File: config.mk
export PLATFORM = sky130hd
export DESIGN_NAME = expr_eval
export DESIGN_NICKNAME = d
export VERILOG_FILES = /design/src/rtl/expr_eval.sv
export SDC_FILE = /design/constraint.sdc
export NUM_CORES = 1
export LEC_CHECK = 0
export ABC_AREA = 1
export ABC_CLOCK_PERIOD_IN_PS = 3400
export CORE_ASPECT_RATIO = 0.9
export CORE_MARGIN = 5
export CORE_UTILIZATION = 35
export CTS_CLUSTER_DIAMETER = 200
export DETAILED_ROUTE_END_ITERATION = 6
export SETUP_SLACK_MARGIN = 0.1
export SLEW_MARGIN = 10
export SYNTH_ARGS = -nofsm -noshare
export SYNTH_HDL_FRONTEND = slang
export SYNTH_SLANG_ARGS = --single-unit
File: constraint.sdc
create_clock -name clk -period 3.4 [get_ports clk]
set_input_delay 0.85 -clock clk [delete_from_list [all_inputs] [get_ports clk]]
set_output_delay 0.85 -clock clk [all_outputs]
set_load 0.02 [all_outputs]
File: src/rtl/expr_eval.sv
// Evaluates single-digit '+'/'*' expressions from an ASCII byte stream, '*' binding tighter; '=' terminates.
// Latency: '=' consumed at edge N gives done/result/err/ovf during cycle N+1. No backpressure: a byte is taken on every in_valid cycle.
// Optional EXPR_EVAL_OVF_EN builds the wrap-detect logic behind ovf; otherwise ovf is tied 0.
module expr_eval #(
    parameter int W = 16
) (
    input  logic         clk,
    input  logic         clr,
    input  logic [7:0]   in,
    input  logic         in_valid,
    output logic [W-1:0] result,
    output logic         done,
    output logic         err,
    output logic         ovf
);

    typedef enum logic [1:0] {
        S_IDLE = 2'd0,
        S_OPND = 2'd1,
        S_OPER = 2'd2,
        S_ERR  = 2'd3
    } state_t;

    state_t         state, state_n;
    logic [W-1:0]   sum, sum_n;
    logic [W-1:0]   term, term_n;
    logic           pend_mul, pend_mul_n;
    logic           ovf_acc, ovf_acc_n;

    logic           fire, fire_err, fire_ovf;
    logic [W-1:0]   fire_val;

    logic           is_digit, is_op, is_plus, is_eq;
    logic [3:0]     dig;

    logic [W-1:0]   prod, add;
    logic           prod_c, add_c;

    // ASCII '0'..'9' share the upper nibble 3, so the low nibble is the digit value.
    assign is_digit = (in >= 8'h30) && (in <= 8'h39);
    assign is_plus  = (in == 8'h2B);
    assign is_op    = is_plus || (in == 8'h2A);
    assign is_eq    = (in == 8'h3D);
    assign dig      = in[3:0];

`ifdef EXPR_EVAL_OVF_EN
    logic [W+3:0] prod_full;
    logic [W:0]   add_full;

    assign prod_full = {4'b0, term} * {{W{1'b0}}, dig};
    assign add_full  = {1'b0, sum} + {1'b0, term};
    assign prod      = prod_full[W-1:0];
    assign prod_c    = |prod_full[W+3:W];
    assign add       = add_full[W-1:0];
    assign add_c     = add_full[W];
`else
    assign prod   = term * W'(dig);
    assign add    = sum + term;
    assign prod_c = 1'b0;
    assign add_c  = 1'b0;
`endif

    always_ff @(posedge clk or negedge clr) begin
        if (!clr) begin
            state <= S_IDLE;
        end else begin
            state <= state_n;
        end
    end

    always_comb begin
        state_n    = state;
        sum_n      = sum;
        term_n     = term;
        pend_mul_n = pend_mul;
        ovf_acc_n  = ovf_acc;
        fire       = 1'b0;
        fire_err   = 1'b0;
        fire_ovf   = 1'b0;
        fire_val   = '0;

        if (in_valid) begin
            unique case (state)
                S_IDLE: begin
                    if (is_digit) begin
                        term_n     = W'(dig);
                        sum_n      = '0;
                        pend_mul_n = 1'b0;
                        state_n    = S_OPND;
                    end else if (is_op) begin
                        state_n = S_ERR;
                    end else if (is_eq) begin
                        fire     = 1'b1;
                        fire_err = 1'b1;
                    end
                end
                S_OPND: begin
                    if (is_digit) begin
                        state_n = S_ERR;
                    end else if (is_op) begin
                        if (is_plus) begin
                            sum_n      = add;
                            ovf_acc_n  = ovf_acc | add_c;
                            pend_mul_n = 1'b0;
                        end else begin
                            pend_mul_n = 1'b1;
                        end
                        state_n = S_OPER;
                    end else if (is_eq) begin
                        fire     = 1'b1;
                        fire_val = add;
                        fire_ovf = ovf_acc | add_c;
                    end
                end
                S_OPER: begin
                    if (is_digit) begin
                        if (pend_mul) begin
                            term_n    = prod;
                            ovf_acc_n = ovf_acc | prod_c;
                        end else begin
                            term_n = W'(dig);
                        end
                        state_n = S_OPND;
                    end else if (is_op) begin
                        state_n = S_ERR;
                    end else if (is_eq) begin
                        fire     = 1'b1;
                        fire_err = 1'b1;
                    end
                end
                S_ERR: begin
                    if (is_eq) begin
                        fire     = 1'b1;
                        fire_err = 1'b1;
                    end
                end
                default: state_n = S_IDLE;
            endcase

            // Every termination, good or bad, leaves a clean slate for the next expression.
            if (fire) begin
                state_n    = S_IDLE;
                sum_n      = '0;
                term_n     = '0;
                pend_mul_n = 1'b0;
                ovf_acc_n  = 1'b0;
            end
        end
    end

    always_ff @(posedge clk or negedge clr) begin
        if (!clr) begin
            sum      <= '0;
            term     <= '0;
            pend_mul <= 1'b0;
            ovf_acc  <= 1'b0;
            result   <= '0;
            done     <= 1'b0;
            err      <= 1'b0;
            ovf      <= 1'b0;
        end else begin
            sum      <= sum_n;
            term     <= term_n;
            pend_mul <= pend_mul_n;
            ovf_acc  <= ovf_acc_n;
            done     <= fire;
            err      <= fire && fire_err;
            ovf      <= fire && !fire_err && fire_ovf;
            if (fire) begin
                result <= fire_err ? '0 : fire_val;
            end
        end
    end

endmodule

# --- Word level (Yosys, flattened, before mapping) ---
# Cells that the tools add are included.
# W data, S select, Z words.
classes:
  add_sub_neg: 1
  n_reduce_logical: 13
  n_lt_le_gt_ge: 2
  mux: 37
  n_eq_ne: 13
  mul: 1
ops:
  columns: ["cell", "count"]
  rows:
  - ["$mux W16", 15]
  - ["$pmux W16 S2", 2]
  - ["$eq A8 B6 Y1 const B", 3]
  - ["$add A16 B16 Y16", 1]
  - ["$mul A16 B4 Y16", 1]
  - ["$ne A3 B3 Y1 const B", 5]
  - ["$mux W1", 11]
  - ["$mux W2", 5]
  - ["$reduce_bool A3 Y1", 3]
  - ["$ge A8 B6 Y1 const B", 1]
  - ["$le A8 B6 Y1 const B", 1]
  - ["$reduce_and A4 Y1", 2]
  - ["$pmux W1 S2", 3]
  - ["$reduce_and A6 Y1", 1]
  - ["$reduce_and A5 Y1", 1]
  - ["$eq A2 B2 Y1 const B", 2]
  - ["$ne A4 B1 Y1 const B", 1]
  - ["$ne A4 B4 Y1 const B", 1]
  - ["$pmux W2 S2", 1]
  - ["$reduce_or A3 Y1", 1]
  - ["$eq A2 B1 Y1 const B", 1]
  - ["$logic_and A1 B1 Y1", 2]
  - ["$logic_not A2 Y1", 1]
  - ["$reduce_or A2 Y1", 1]
  - ["$logic_or A1 B1 Y1", 1]
totals:
  in_bits: 11
  register_bits: 53
  output_inout_bits: 19
  word_cells: 74

# --- Longest topological paths before layout ---
# Gate-level depths: netlist of run 1.
depth:
  word_depth: 8
  depth_mapped: 20
  depth_no_buf: 18

# --- Least setup slack after synthesis of run 1 ---
# OpenSTA, ideal clock, no wires.
synth_path:
  path_kind: "input-to-reg"
  from: "input in[3]"
  to: "register term[6]"
  required_time_ps: 3283
  setup_time_ps: 117
  t_arrival_ps: 3600
  path_slack_ps: -316
  path_stages: 14
  n_path_buf: 2
  cell_sequence: "buf_4 > clkbuf_1 > nand2_1 > fa_1 > fa_1 > inv_1 > fa_1 > nand3_1 > nand3_1 > or2_2 > nand3_1 > nor3_1 > nand2_1 > nand2_1"
synth_between:
  elab_chain_cells: 8
  word_cells_on_any_way: 21
  cone_classes: "mul (1); order compare (2); eq/ne (5); mux (9); reduce/logical (4)"
synth_lines:
  columns: ["item", "line", "rtl"]
  rows:
  - ["start: declaration", "9", "input logic [7:0] in,"]
  - ["branches (longest 8 deep; another with $mul A16 B4 Y16)", null, null]
  - ["end signal: assignment", "163", "term <= term_n;"]
  - ["end: declaration", "26", "logic [W-1:0] term, term_n;"]
# Several ways; the timed one is not identified. The select of a mux whose other input is x is not followed.
# A chain may end at the register's enable or synchronous reset.

# --- Final worst setup path of run 1 ---
layout_path:
  from: "input in[1]"
  to: "register term[12]"
# Same word-level chain as after synthesis.

==> flow_metrics.env, run 1 <==
export IMPL_status="complete, no violations"
export IMPL_grt_pass1_wl_mm=23.0
export IMPL_finalInstanceArea_um2=6830
export IMPL_worstHoldPathType="reg -> reg"
export IMPL_crit_type="in -> reg"
export IMPL_timing_critical_path_buf_inv=7
export IMPL_diodes=0
export IMPL_holdWs_ps=479
export IMPL_wl_per_cell_um=12.9
export IMPL_power_mw=3.55
export IMPL_clk_latency_ps=290
export IMPL_hold_violations=0
export IMPL_synth_seq_cells=53
export IMPL_fin_crit_ps=3220
export IMPL_maxSlewViolCount=0
export IMPL_routed_wl_mm=13.5
export IMPL_ir_drop_mv=0.433
export IMPL_ys_warn_count=0
export IMPL_rsz0062_at_grt="true"
export IMPL_area_delta_synth_final_pct=27.0
export IMPL_postPlaceCellArea_um2=6200
export IMPL_ys_types=40
export IMPL_io_pins=30
export IMPL_drc=0
export IMPL_antenna_found_initial=0
export IMPL_rows=43
export IMPL_cp_data_arrival_time_ps=3400
export IMPL_cpPeakStageDelay_ps=550
export IMPL_cts_root_buf="clkbuf_16"
export IMPL_slowest_stage="fa_1"
export IMPL_period_share_pct=94.7
export IMPL_overflow=0
export IMPL_postLayoutCoreUtil_pct=44.8
export IMPL_path_common_cell="nand2_1"
export IMPL_finalWorstSetupSlack_ps=182
export IMPL_gr_usage_all_layers_pct=15.3
export IMPL_die_x_um=141
export IMPL_path_cells="buf_6, buf_12, nand2_1, inv_2, fa_1, inv_2, fa_1, inv_2, ha_4, nand2_4, inv_1, nand2_1, nand3_2, nand2_2, nand3_2, nand2_1, nand2_1, inv_2, nand3_1, nand2_1"
export IMPL_cts_tree="done"
export IMPL_seqCellArea_um2=1330
export IMPL_place_ws_ps=-548
export IMPL_fillCellCount=1530
export IMPL_cts_made_buffers=5
export IMPL_ys_flop_type="dfrtp_1"
export IMPL_cts_hold_buf=0
export IMPL_start_util_pct=35.3
export IMPL_fin_skew_ps=6.03
export IMPL_setup_viol=0
export IMPL_vias_per_cell=4.66
export IMPL_cts_sinks=53
export IMPL_coreArea_um2=15200
export IMPL_cp_max_fo=8
export IMPL_vias=4886
export IMPL_clkTransAtPathRegs_ps=70
export IMPL_dieArea_um2=17900
export IMPL_synth_nets=858
export IMPL_nets=913
export IMPL_cp_top_family="adder cells"
export IMPL_drive_gt1_share_pct=25.3
export IMPL_power_leakage_nw=3.78
export IMPL_clock_fmax_mhz=311
export IMPL_worstPathRequired_ps=3580
export IMPL_synth_edf_count=0
export IMPL_cp_end_kind="register"
export IMPL_cp_start_kind="primary input"
export IMPL_h_tree_depth=2
export IMPL_slew_headroom_pct=55.3
export IMPL_power_density_nw_per_um2=521
export IMPL_first_iter_violations=294
export IMPL_cap_violations=0
export IMPL_die_y_um=128
export IMPL_firstDrtPassIters=5
export IMPL_grt_pass1_vias=4656
export IMPL_synth_seq_area_share_pct=24.7
export IMPL_grt_max_degree=54
export IMPL_tightest_slew_ps=671
export IMPL_dp_hpwl_mm=10.3
export IMPL_multi_input_area_um2=3830
export IMPL_gp_congestion=0.877
export IMPL_portBuffers=28
export IMPL_avgSynthCellArea_um2=6.80
export IMPL_synth_area_um2=5380
export IMPL_async_flop_share_pct=100
export IMPL_cts_buffer_depth=2
export IMPL_final_antenna_net_count=0
export IMPL_netlist_instances=790
[path summary, 6_finish.rpt]
check	startpoint	endpoint	slack, ps	depth (start not counted)
max	in[1]	term[12]	180	20
min	result[15]	result[15]	480	2
max reg2reg	term[4]	term[10]	450	15
min reg2reg	result[15]	result[15]	480	2
max in group asynchronous	clr	term[8]	2280	2
min in group asynchronous	clr	result[15]	670	2
[through the flow]
stage / std cells / TNS, ps
6_report: 1048 / 0
5_1_grt: 1048 / 0
4_1_cts: 1047 / 0
3_5_place_dp: 1028 / -6080
3_3_place_gp: 1028 / -5980
2_1_floorplan: 790 / 0
[sequential cells by signal, indices dropped and copies added (netlist names)]
signal    count
term         16
sum          16
state         2
done          1
err           1
pend_mul      1
result       16
[what timing repair did]
item / 4_1_cts / 5_1_grt
gates resized for setup: 50 / 69
setup buffers: 9 / 2
setup endpoints to repair: 13 / 12
cloned: 2 / 0
pin swaps: 32 / 55
[power by group]
| group | switching [mW] | leakage, nW | internal [mW] | total, mW |
|---|---|---|---|---|
| clock | 0.230 | 0.0938 | 0.421 | 0.651 |
| combinational | 1.15 | 2.97 | 0.811 | 1.97 |
| sequential | 0.182 | 0.724 | 0.757 | 0.939 |
| total | 1.57 | 3.78 | 1.99 | 3.55 |
[cell families (layout without fill, tap and decap cells)]
| group | count (synthesis) | after routing | synth area share (%) |
|---|---|---|---|
| simple gates | 422 | 422 | 35.1 |
| buf+inv | 173 | 229 | 13.6 |
| compound gates | 79 | 79 | 8.82 |
| fa+ha+maj | 57 | 57 | 16.9 |
| flops | 53 | 53 | 24.7 |
| xor+xnor | 5 | 5 | 0.815 |
| other cells | 1 | 1 | 0.0698 |
[cell usage after synthesis (8+ instances only)]
| master | instances | area, um^2 |
|---|---|---|
| buf_6 | 9 | 101 |
| o21ai_2 | 16 | 140 |
| ha_1 | 31 | 388 |
| nand4_1 | 8 | 50.1 |
| dfrtp_1 | 53 | 1330 |
| o21ai_0 | 17 | 85.1 |
| nor2_1 | 34 | 128 |
| inv_1 | 148 | 556 |
| a21oi_1 | 28 | 140 |
| o21ai_1 | 11 | 55.1 |
| fa_1 | 26 | 521 |
| nand2_1 | 296 | 1110 |
| nand3_1 | 49 | 245 |
[layer usage]
layer | vias up | share of wire (%) | global-route usage [%]
li1 | 2528 | - | -
met1 | 2282 | 50 | 23.0
met2 | 71 | 46 | 24.6
met3 | 5 | 3.3 | 1.27
met4 | 0 | 0.44 | 2.22
met5 | - | 0 | 0
[cell usage in the layout, fill, tap and decap left out, types with 3 or more instances in the layout]
| cell type | n |
|---|---|
| a21oi_1 | 21 |
| a21oi_2 | 5 |
| buf_4 | 31 |
| buf_6 | 5 |
| clkbuf_16 | 5 |
| clkdlybuf4s50_1 | 24 |
| dfrtp_1 | 53 |
| fa_1 | 24 |
| ha_1 | 19 |
| ha_4 | 12 |
| inv_1 | 119 |
| inv_2 | 34 |
| nand2_1 | 260 |
| nand2_2 | 27 |
| nand2_4 | 16 |
| nand3_1 | 38 |
| nand3_2 | 12 |
| nand3_4 | 3 |
| nand3b_1 | 3 |
| nand4_1 | 8 |
| nor2_1 | 22 |
| nor2_2 | 10 |
| nor2_4 | 7 |
| nor3_1 | 3 |
| nor3_2 | 3 |
| o21ai_0 | 15 |
| o21ai_1 | 12 |
| o21ai_2 | 17 |
| o21bai_1 | 3 |
[worst min-delay path, cell delays in order, from the launching register on]
cell	delay, ps
dfrtp_1	340
nand2_1	50
nand2_1	50
[layout make-up]
| class | count | share of cell area (%) |
|---|---|---|
| sequential | 53 | 19.4 |
| tap | 202 | 3.70 |
| clock buffer | 5 | 1.83 |
| clock inverter | 3 | 0.953 |
| timing repair buffer | 66 | 9.44 |
| multi-input combinational | 564 | 56.1 |
| inverter | 155 | 8.58 |
(Power assumes the default switching activity.)
==> run 2, diff against run 1 <==
ABC_CLOCK_PERIOD_IN_PS = default   (was 3400)
==> results of run 2 <==
Same layout as run 1: the final DEF is identical, and so are final timing and power.
